File: src/rtl/fetch_unit_pkg.sv
// Shared constants, FSM encoding and IF/ID record for the instruction-fetch stage.
package fetch_unit_pkg;

  localparam logic [31:0] DEF_RESET_PC = 32'h0000_3000;
  localparam logic [31:0] DEF_IM_BASE  = 32'h0000_3000;
  localparam int unsigned DEF_IM_WORDS = 4096;
  localparam logic [31:0] DEF_EXC_PC   = 32'h0000_4180;
  localparam logic [31:0] NOP_WORD     = 32'h0000_0000;

  typedef enum logic {
    BOOT = 1'b0,
    RUN  = 1'b1
  } fetch_state_e;

  typedef struct packed {
    logic [31:0] instr;
    logic [31:0] pc;
    logic [31:0] pc8;
    logic        valid;
    logic        adel;
  } if_id_t;

endpackage

File: src/rtl/fetch_unit_if.sv
// Instruction-memory bus plus pipeline control and IF/ID outputs of the fetch stage.
interface fetch_unit_if;
  logic [31:0] pc;
  logic [31:0] instr;
  logic        stall;
  logic        redirect_valid;
  logic [31:0] redirect_pc;
  logic        flush;
  logic [31:0] if_id_instr;
  logic [31:0] if_id_pc;
  logic [31:0] if_id_pc8;
  logic        if_id_valid;
  logic        if_id_adel;

  modport master (
    output pc, if_id_instr, if_id_pc, if_id_pc8, if_id_valid, if_id_adel,
    input  instr, stall, redirect_valid, redirect_pc, flush
  );

  modport slave (
    input  pc, if_id_instr, if_id_pc, if_id_pc8, if_id_valid, if_id_adel,
    output instr, stall, redirect_valid, redirect_pc, flush
  );
endinterface

File: src/rtl/fetch_unit_if_id_reg.sv
// IF/ID pipeline register: clear beats load, otherwise hold.
module if_id_reg
  import fetch_unit_pkg::*;
(
  input  logic   clk,
  input  logic   rst_n,
  input  logic   load_i,
  input  logic   clear_i,
  input  if_id_t d_i,
  output if_id_t q_o
);

  if_id_t q_q;

  // Clear only kills the slot; pc/pc8 keep their last value.
  always_ff @(posedge clk or negedge rst_n) begin
    if (!rst_n) begin
      q_q.instr <= '0;
      q_q.pc    <= '0;
      q_q.pc8   <= 32'd8;
      q_q.valid <= 1'b0;
      q_q.adel  <= 1'b0;
    end else if (clear_i) begin
      q_q.instr <= '0;
      q_q.valid <= 1'b0;
      q_q.adel  <= 1'b0;
    end else if (load_i) begin
      q_q <= d_i;
    end
  end

  assign q_o = q_q;

endmodule

File: src/rtl/fetch_unit.sv
// Instruction-fetch stage: PC register, deferred branch redirect, flush and fetch address check.
module fetch_unit
  import fetch_unit_pkg::*;
#(
  parameter logic [31:0] RESET_PC = DEF_RESET_PC,
  parameter logic [31:0] IM_BASE  = DEF_IM_BASE,
  parameter int unsigned IM_WORDS = DEF_IM_WORDS,
  parameter logic [31:0] EXC_PC   = DEF_EXC_PC
) (
  input  logic          clk,
  input  logic          rst_n,
  fetch_unit_if.master  bus
);

  localparam logic [31:0] IM_LAST = IM_BASE + 32'(4 * IM_WORDS) - 32'd4;

  fetch_state_e state_q, state_d;
  logic [31:0]  pc_q, pc_d;
  logic         pend_valid_q, pend_valid_d;
  logic [31:0]  pend_pc_q, pend_pc_d;
  logic         adel_now;
  logic         ifid_load, ifid_clear;
  if_id_t       ifid_d, ifid_q;

  assign adel_now = (pc_q[1:0] != 2'b00) || (pc_q < IM_BASE) || (pc_q > IM_LAST);

  always_comb begin
    ifid_d.instr = adel_now ? NOP_WORD : bus.instr;
    ifid_d.pc    = pc_q;
    ifid_d.pc8   = pc_q + 32'd8;
    ifid_d.valid = 1'b1;
    ifid_d.adel  = adel_now;
  end

  always_ff @(posedge clk or negedge rst_n) begin
    if (!rst_n) begin
      state_q      <= BOOT;
      pc_q         <= RESET_PC;
      pend_valid_q <= 1'b0;
      pend_pc_q    <= '0;
    end else begin
      state_q      <= state_d;
      pc_q         <= pc_d;
      pend_valid_q <= pend_valid_d;
      pend_pc_q    <= pend_pc_d;
    end
  end

  always_comb begin
    state_d      = state_q;
    pc_d         = pc_q;
    pend_valid_d = pend_valid_q;
    pend_pc_d    = pend_pc_q;
    ifid_load    = 1'b0;
    ifid_clear   = 1'b0;
    unique case (state_q)
      BOOT: begin
        ifid_load = 1'b1;
        pc_d      = pc_q + 32'd4;
        state_d   = RUN;
      end
      RUN: begin
        if (bus.flush) begin
          ifid_clear   = 1'b1;
          pc_d         = EXC_PC;
          pend_valid_d = 1'b0;
        end else if (bus.stall) begin
          // A redirect seen during a stall is parked until the delay slot can be latched.
          if (bus.redirect_valid) begin
            pend_valid_d = 1'b1;
            pend_pc_d    = bus.redirect_pc;
          end
        end else begin
          ifid_load    = 1'b1;
          pend_valid_d = 1'b0;
          if (bus.redirect_valid)  pc_d = bus.redirect_pc;
          else if (pend_valid_q)   pc_d = pend_pc_q;
          else                     pc_d = pc_q + 32'd4;
        end
      end
      default: state_d = BOOT;
    endcase
  end

  if_id_reg u_if_id (
    .clk     (clk),
    .rst_n   (rst_n),
    .load_i  (ifid_load),
    .clear_i (ifid_clear),
    .d_i     (ifid_d),
    .q_o     (ifid_q)
  );

  assign bus.pc          = pc_q;
  assign bus.if_id_instr = ifid_q.instr;
  assign bus.if_id_pc    = ifid_q.pc;
  assign bus.if_id_pc8   = ifid_q.pc8;
  assign bus.if_id_valid = ifid_q.valid;
  assign bus.if_id_adel  = ifid_q.adel;

endmodule

File: src/flat_wrapper.sv
// flat-port wrapper written by rule: the top's interface ports become plain ports
module fetch_unit_flat import fetch_unit_pkg::*;
#(
  parameter logic [31:0] RESET_PC = DEF_RESET_PC,
  parameter logic [31:0] IM_BASE  = DEF_IM_BASE,
  parameter int unsigned IM_WORDS = DEF_IM_WORDS,
  parameter logic [31:0] EXC_PC   = DEF_EXC_PC
)
  (clk, rst_n, bus_pc, bus_if_id_instr, bus_if_id_pc, bus_if_id_pc8, bus_if_id_valid, bus_if_id_adel, bus_instr, bus_stall, bus_redirect_valid, bus_redirect_pc, bus_flush);
  fetch_unit_if bus_i ();
  input  logic clk;
  input  logic rst_n;
  output wire logic [$bits(bus_i.pc)-1:0] bus_pc;
  output wire logic [$bits(bus_i.if_id_instr)-1:0] bus_if_id_instr;
  output wire logic [$bits(bus_i.if_id_pc)-1:0] bus_if_id_pc;
  output wire logic [$bits(bus_i.if_id_pc8)-1:0] bus_if_id_pc8;
  output wire logic [$bits(bus_i.if_id_valid)-1:0] bus_if_id_valid;
  output wire logic [$bits(bus_i.if_id_adel)-1:0] bus_if_id_adel;
  input wire logic [$bits(bus_i.instr)-1:0] bus_instr;
  input wire logic [$bits(bus_i.stall)-1:0] bus_stall;
  input wire logic [$bits(bus_i.redirect_valid)-1:0] bus_redirect_valid;
  input wire logic [$bits(bus_i.redirect_pc)-1:0] bus_redirect_pc;
  input wire logic [$bits(bus_i.flush)-1:0] bus_flush;
  assign bus_pc = bus_i.pc;
  assign bus_if_id_instr = bus_i.if_id_instr;
  assign bus_if_id_pc = bus_i.if_id_pc;
  assign bus_if_id_pc8 = bus_i.if_id_pc8;
  assign bus_if_id_valid = bus_i.if_id_valid;
  assign bus_if_id_adel = bus_i.if_id_adel;
  assign bus_i.instr = bus_instr;
  assign bus_i.stall = bus_stall;
  assign bus_i.redirect_valid = bus_redirect_valid;
  assign bus_i.redirect_pc = bus_redirect_pc;
  assign bus_i.flush = bus_flush;
  fetch_unit #(.RESET_PC(RESET_PC), .IM_BASE(IM_BASE), .IM_WORDS(IM_WORDS), .EXC_PC(EXC_PC)) u_core (.clk(clk), .rst_n(rst_n), .bus(bus_i));
endmodule
File: config.mk
export PLATFORM = sky130hd
export DESIGN_NAME = fetch_unit_flat
export DESIGN_NICKNAME = d
export VERILOG_FILES = /design/src/rtl/fetch_unit_pkg.sv /design/src/rtl/fetch_unit_if.sv /design/src/rtl/fetch_unit_if_id_reg.sv /design/src/rtl/fetch_unit.sv /design/src/flat_wrapper.sv
export SDC_FILE = /design/constraint.sdc
export NUM_CORES = 1
export LEC_CHECK = 0
export BUFFER_PORTS_ARGS = -buffer_cell sky130_fd_sc_hd__buf_2
export CAP_MARGIN = 0
export CORE_MARGIN = 4
export CORE_UTILIZATION = 49
export CTS_BUF_LIST = sky130_fd_sc_hd__clkbuf_8 sky130_fd_sc_hd__clkbuf_16
export DETAILED_ROUTE_END_ITERATION = 16
export PLACE_DENSITY = 0.77
export SETUP_SLACK_MARGIN = 0.4
export SYNTH_ARGS = -nofsm -noshare
export SYNTH_HDL_FRONTEND = slang
export SYNTH_SLANG_ARGS = --single-unit
File: constraint.sdc
create_clock -name clk -period 2.3 [get_ports clk]
set_clock_uncertainty 0.1 [all_clocks]
set_input_delay 0.115 -clock clk [delete_from_list [all_inputs] [get_ports clk]]
set_output_delay 0.115 -clock clk [all_outputs]
set_load 0.05 [all_outputs]
==> metrics.csv <==
stage,metric,value,unit
clocking,clk_pin_slew,0.07,ns
layout,area_growth,40.51,%
route,drtAntennaViolNets,0,
synth,synth-seq-area-share,0.4879,
clocking,cts_buffers,17,
die,die-area,19010,um2
timing,final-setup-viol-count,0,
global_routing,grt_remaining_overflow,0,
synth,avgSynthCellArea,9.490,um2
clocking,cts_tree,done,
synth,synth.cell_area,8265,um2
synth,synth_seq_cells,161,
synth,synth.distinct_cells,65,
layout,finalNonFillerCells,1370,
synth,yosys_warnings,0,
die,die-width,137.9,um
run_status,status,"finished, final reports clean",
pwr,power_per_cell_area,798.9,nW/um2
route,drtIter0Drc,892,
route,viasPerCell,5.957,
global_routing,grtUsageTotal,0.2769,
worst_hold_path,hold-path-cell-count,3,
worst_setup_path,crit_top_cell,nand4_1,
global_routing,grt_max_degree,94,
timing,fmax,0.4553,GHz
global_routing,grt_pass1_vias,7534,
worst_setup_path,criticalPathCategory,reg -> reg,
placed_design,place_congestion,0.9367,
worst_setup_path,critPathLaunchType,register,
timing,hold_violations,0,
die,io-pin-count,199,
clocking,cts.sinks,161,
synth,synth_edf_count,0,
placed_design,io_buffers,198,
route,dr_total_vias,8161,
timing,tightestPinTransition,0.5630,ns
route,dr.pass1.iters,5,
global_routing,use_met2,0.4113,
layout,layout-drive-gt1-share,0.3812,
synth,synth_ff_type,dfrtp_1,
timing,min_period,2.197,ns
layout,layout_commonest_cell,buf_2,
timing,relSlewSlack,0.6238,
timing,fin_crit_sh,0.9550,
die,core_area,16580,um2
synth,syn_nets,942,
pwr,peakVddDrop,0.0005528,V
layout,seqCellArea,4055,um2
layout,nFillCells,1230,
layout,layout.nets,1207,
global_routing,grt_pass1_wl,40910,um
worst_setup_path,crit_fanout,4,
placed_design,dpl.hpwl,17010,um
worst_setup_path,cp_num_cells,6,
timing,slew_violations,0,
worst_setup_path,arrival,2.42,ns
global_routing,antenna_found_initial,0,
global_routing,grt_busiest_layer,met2,
worst_hold_path,holdCritPathClass,in -> reg,
clocking,cts_max_level,4,
route,routed_wl,27400,um
die,start_util,0.4984,
die,num_rows,47,
worst_setup_path,end_kind,register,
layout,multi_input_comb_area,4013,um2
worst_setup_path,cp_cell_sequence,buf_6 > nand4_1 > nor4_4 > nand4_1 > o31ai_1 > o2bb2a_1,
pwr,leakagePower,5.612,nW
timing,fin_setup_tns,0,ns
timing,rsz0062_at_grt,true,
die,die_y,137.9,um
synth,synth_cells,871,
synth,async_reset_ff_frac,1.000,
worst_setup_path,crit_buf_inv,1,
placed_design,dp_cells,1229,
worst_setup_path,crit_family,simple AND/OR/NAND/NOR gates,
global_routing,grt_use_met3,0.04826,
worst_setup_path,cp.required,2.52,ns
route,wire_per_inst,20.00,um
worst_setup_path,max_stage_delay,0.61,ns
clocking,ctsLongestPathBuffers,2,
clocking,clk_latency,0.44,ns
route,post-route-drc-count,0,
timing,whs,0.09046,ns
global_routing,use_met1,0.4052,
layout,layout_common_cells,"197 x buf_2, 159 x nand2_1, 140 x dfrtp_1, 66 x dlygate4sd3_1, 65 x buf_4",
worst_setup_path,rr_worst_depth,6,
clocking,clockRootBuffer,clkbuf_16,
worst_setup_path,slowest_stage,dfstp_2,
job,drv_cap,0,
[worst reg2reg max path: stages (launching register included)]
cell and delay [ns]:
dfstp_2 0.61, buf_6 0.13, nand4_1 0.18, nor4_4 0.34, nand4_1 0.21, o31ai_1 0.25, o2bb2a_1 0.25
[state kept, by name, indices dropped and copies added, names as in the netlist]
register	count
u_core.bus.pc	32
u_core.pend_pc_q	32
u_core.state_q	1
u_core.u_if_id.q_o	95
u_core.pend_valid_q	1
[final timing paths]
kind | from | slack (ns) | end
min reg2reg | u_core.u_if_id.q_o[53] | 0.36 | u_core.u_if_id.q_o[53]
max reg2reg | u_core.bus.pc[13] | 0.10 | u_core.bus.pc[25]
min in group asynchronous | rst_n | 0.11 | u_core.u_if_id.q_o[61]
max in group asynchronous | rst_n | 1.25 | u_core.bus.pc[12]
max | u_core.bus.pc[13] | 0.10 | u_core.bus.pc[25]
min | bus_redirect_valid | 0.09 | u_core.bus.pc[1]
[layer usage]
metal,share of wire,vias to the layer above,wire length (um)
li1,-,3608,-
met1,0.40,3969,11090
met2,0.47,488,12900
met3,0.089,96,2436
met4,0.036,0,976
met5,0,-,0
[power breakdown]
part | internal [W] | switching (W)
clock network | 0.00194 | 0.00124
registers | 0.00321 | 0.000321
logic | 0.000838 | 0.00174
total | 0.00598 | 0.00330
[cells in the mapped netlist, types with 4 or more instances]
cell type  number  share of area
o21ai_0        53          0.032
o22ai_1        25          0.019
a22oi_1        11          0.010
mux2_2         32          0.044
clkbuf_1       60          0.027
nand3_1        23          0.014
buf_2           6         0.0036
xor2_1         10          0.011
o211ai_1        6         0.0054
a22o_1         37          0.039
a211o_1         4         0.0042
nand3b_1        4         0.0036
buf_4          40          0.036
mux2i_1         4         0.0048
nor2b_1         4         0.0030
nor4_1         10         0.0076
and4_1          4         0.0042
nand4_1        20          0.015
nor2_1         42          0.019
dfrtp_1       158           0.48
a21oi_1        32          0.019
inv_1           6         0.0027
and3_1          5         0.0038
o31ai_1         4         0.0036
o221ai_1        6         0.0064
xnor2_1        19          0.020
nor3_1         16         0.0097
buf_1           4         0.0018
o21a_1          4         0.0036
nand2_1       165          0.075
[what timing repair did]
item / 4_1_cts / 5_1_grt
endpoints found under the setup margin: 66 / 76
pin swaps: 27 / 30
endpoints found under the hold margin: 189 / 0
resized for setup: 40 / 59
gates cloned: 1 / 2
setup buffers: 21 / 18
hold buffers: 66 / 0
[per-stage QoR]
step           instance area (um2)    util  total power [W]  setup slack (ns)
2_1_floorplan                 8384       -         0.005200            0.2631
3_3_place_gp                  9525  0.5744         0.005757            0.1879
3_5_place_dp                  9525  0.5744         0.005814            0.1175
4_1_cts                      11200  0.6754         0.009175            0.1917
5_1_grt                      11610  0.7002         0.009630          0.007609
6_report                     11610  0.7003         0.009278            0.1034
[cell families after synthesis]
group                      Yosys count  share of synthesized area
AOI/OAI and AO/OA                  209                     0.1701
xor gates and xnor gates            29                    0.03073
adders and majority gates            2                   0.003027
buffers and inverters              119                    0.07493
DFF                                161                     0.4879
muxes                               36                    0.04844
other                                1                  0.0004537
and+or+nand+nor                    314                     0.1844
[layout make-up]
| type | count | share of cell area |
|---|---|---|
| diodes | 1 | 0.0002155 |
| clock buffers | 17 | 0.03663 |
| clock inverters | 15 | 0.01982 |
| inverters | 7 | 0.002262 |
| multi-input cells | 591 | 0.3455 |
| flip-flops and latches | 161 | 0.3492 |
| well taps | 220 | 0.02370 |
| repair buffers | 358 | 0.2227 |
No activity file was read; power rests on OpenSTA's default activity.
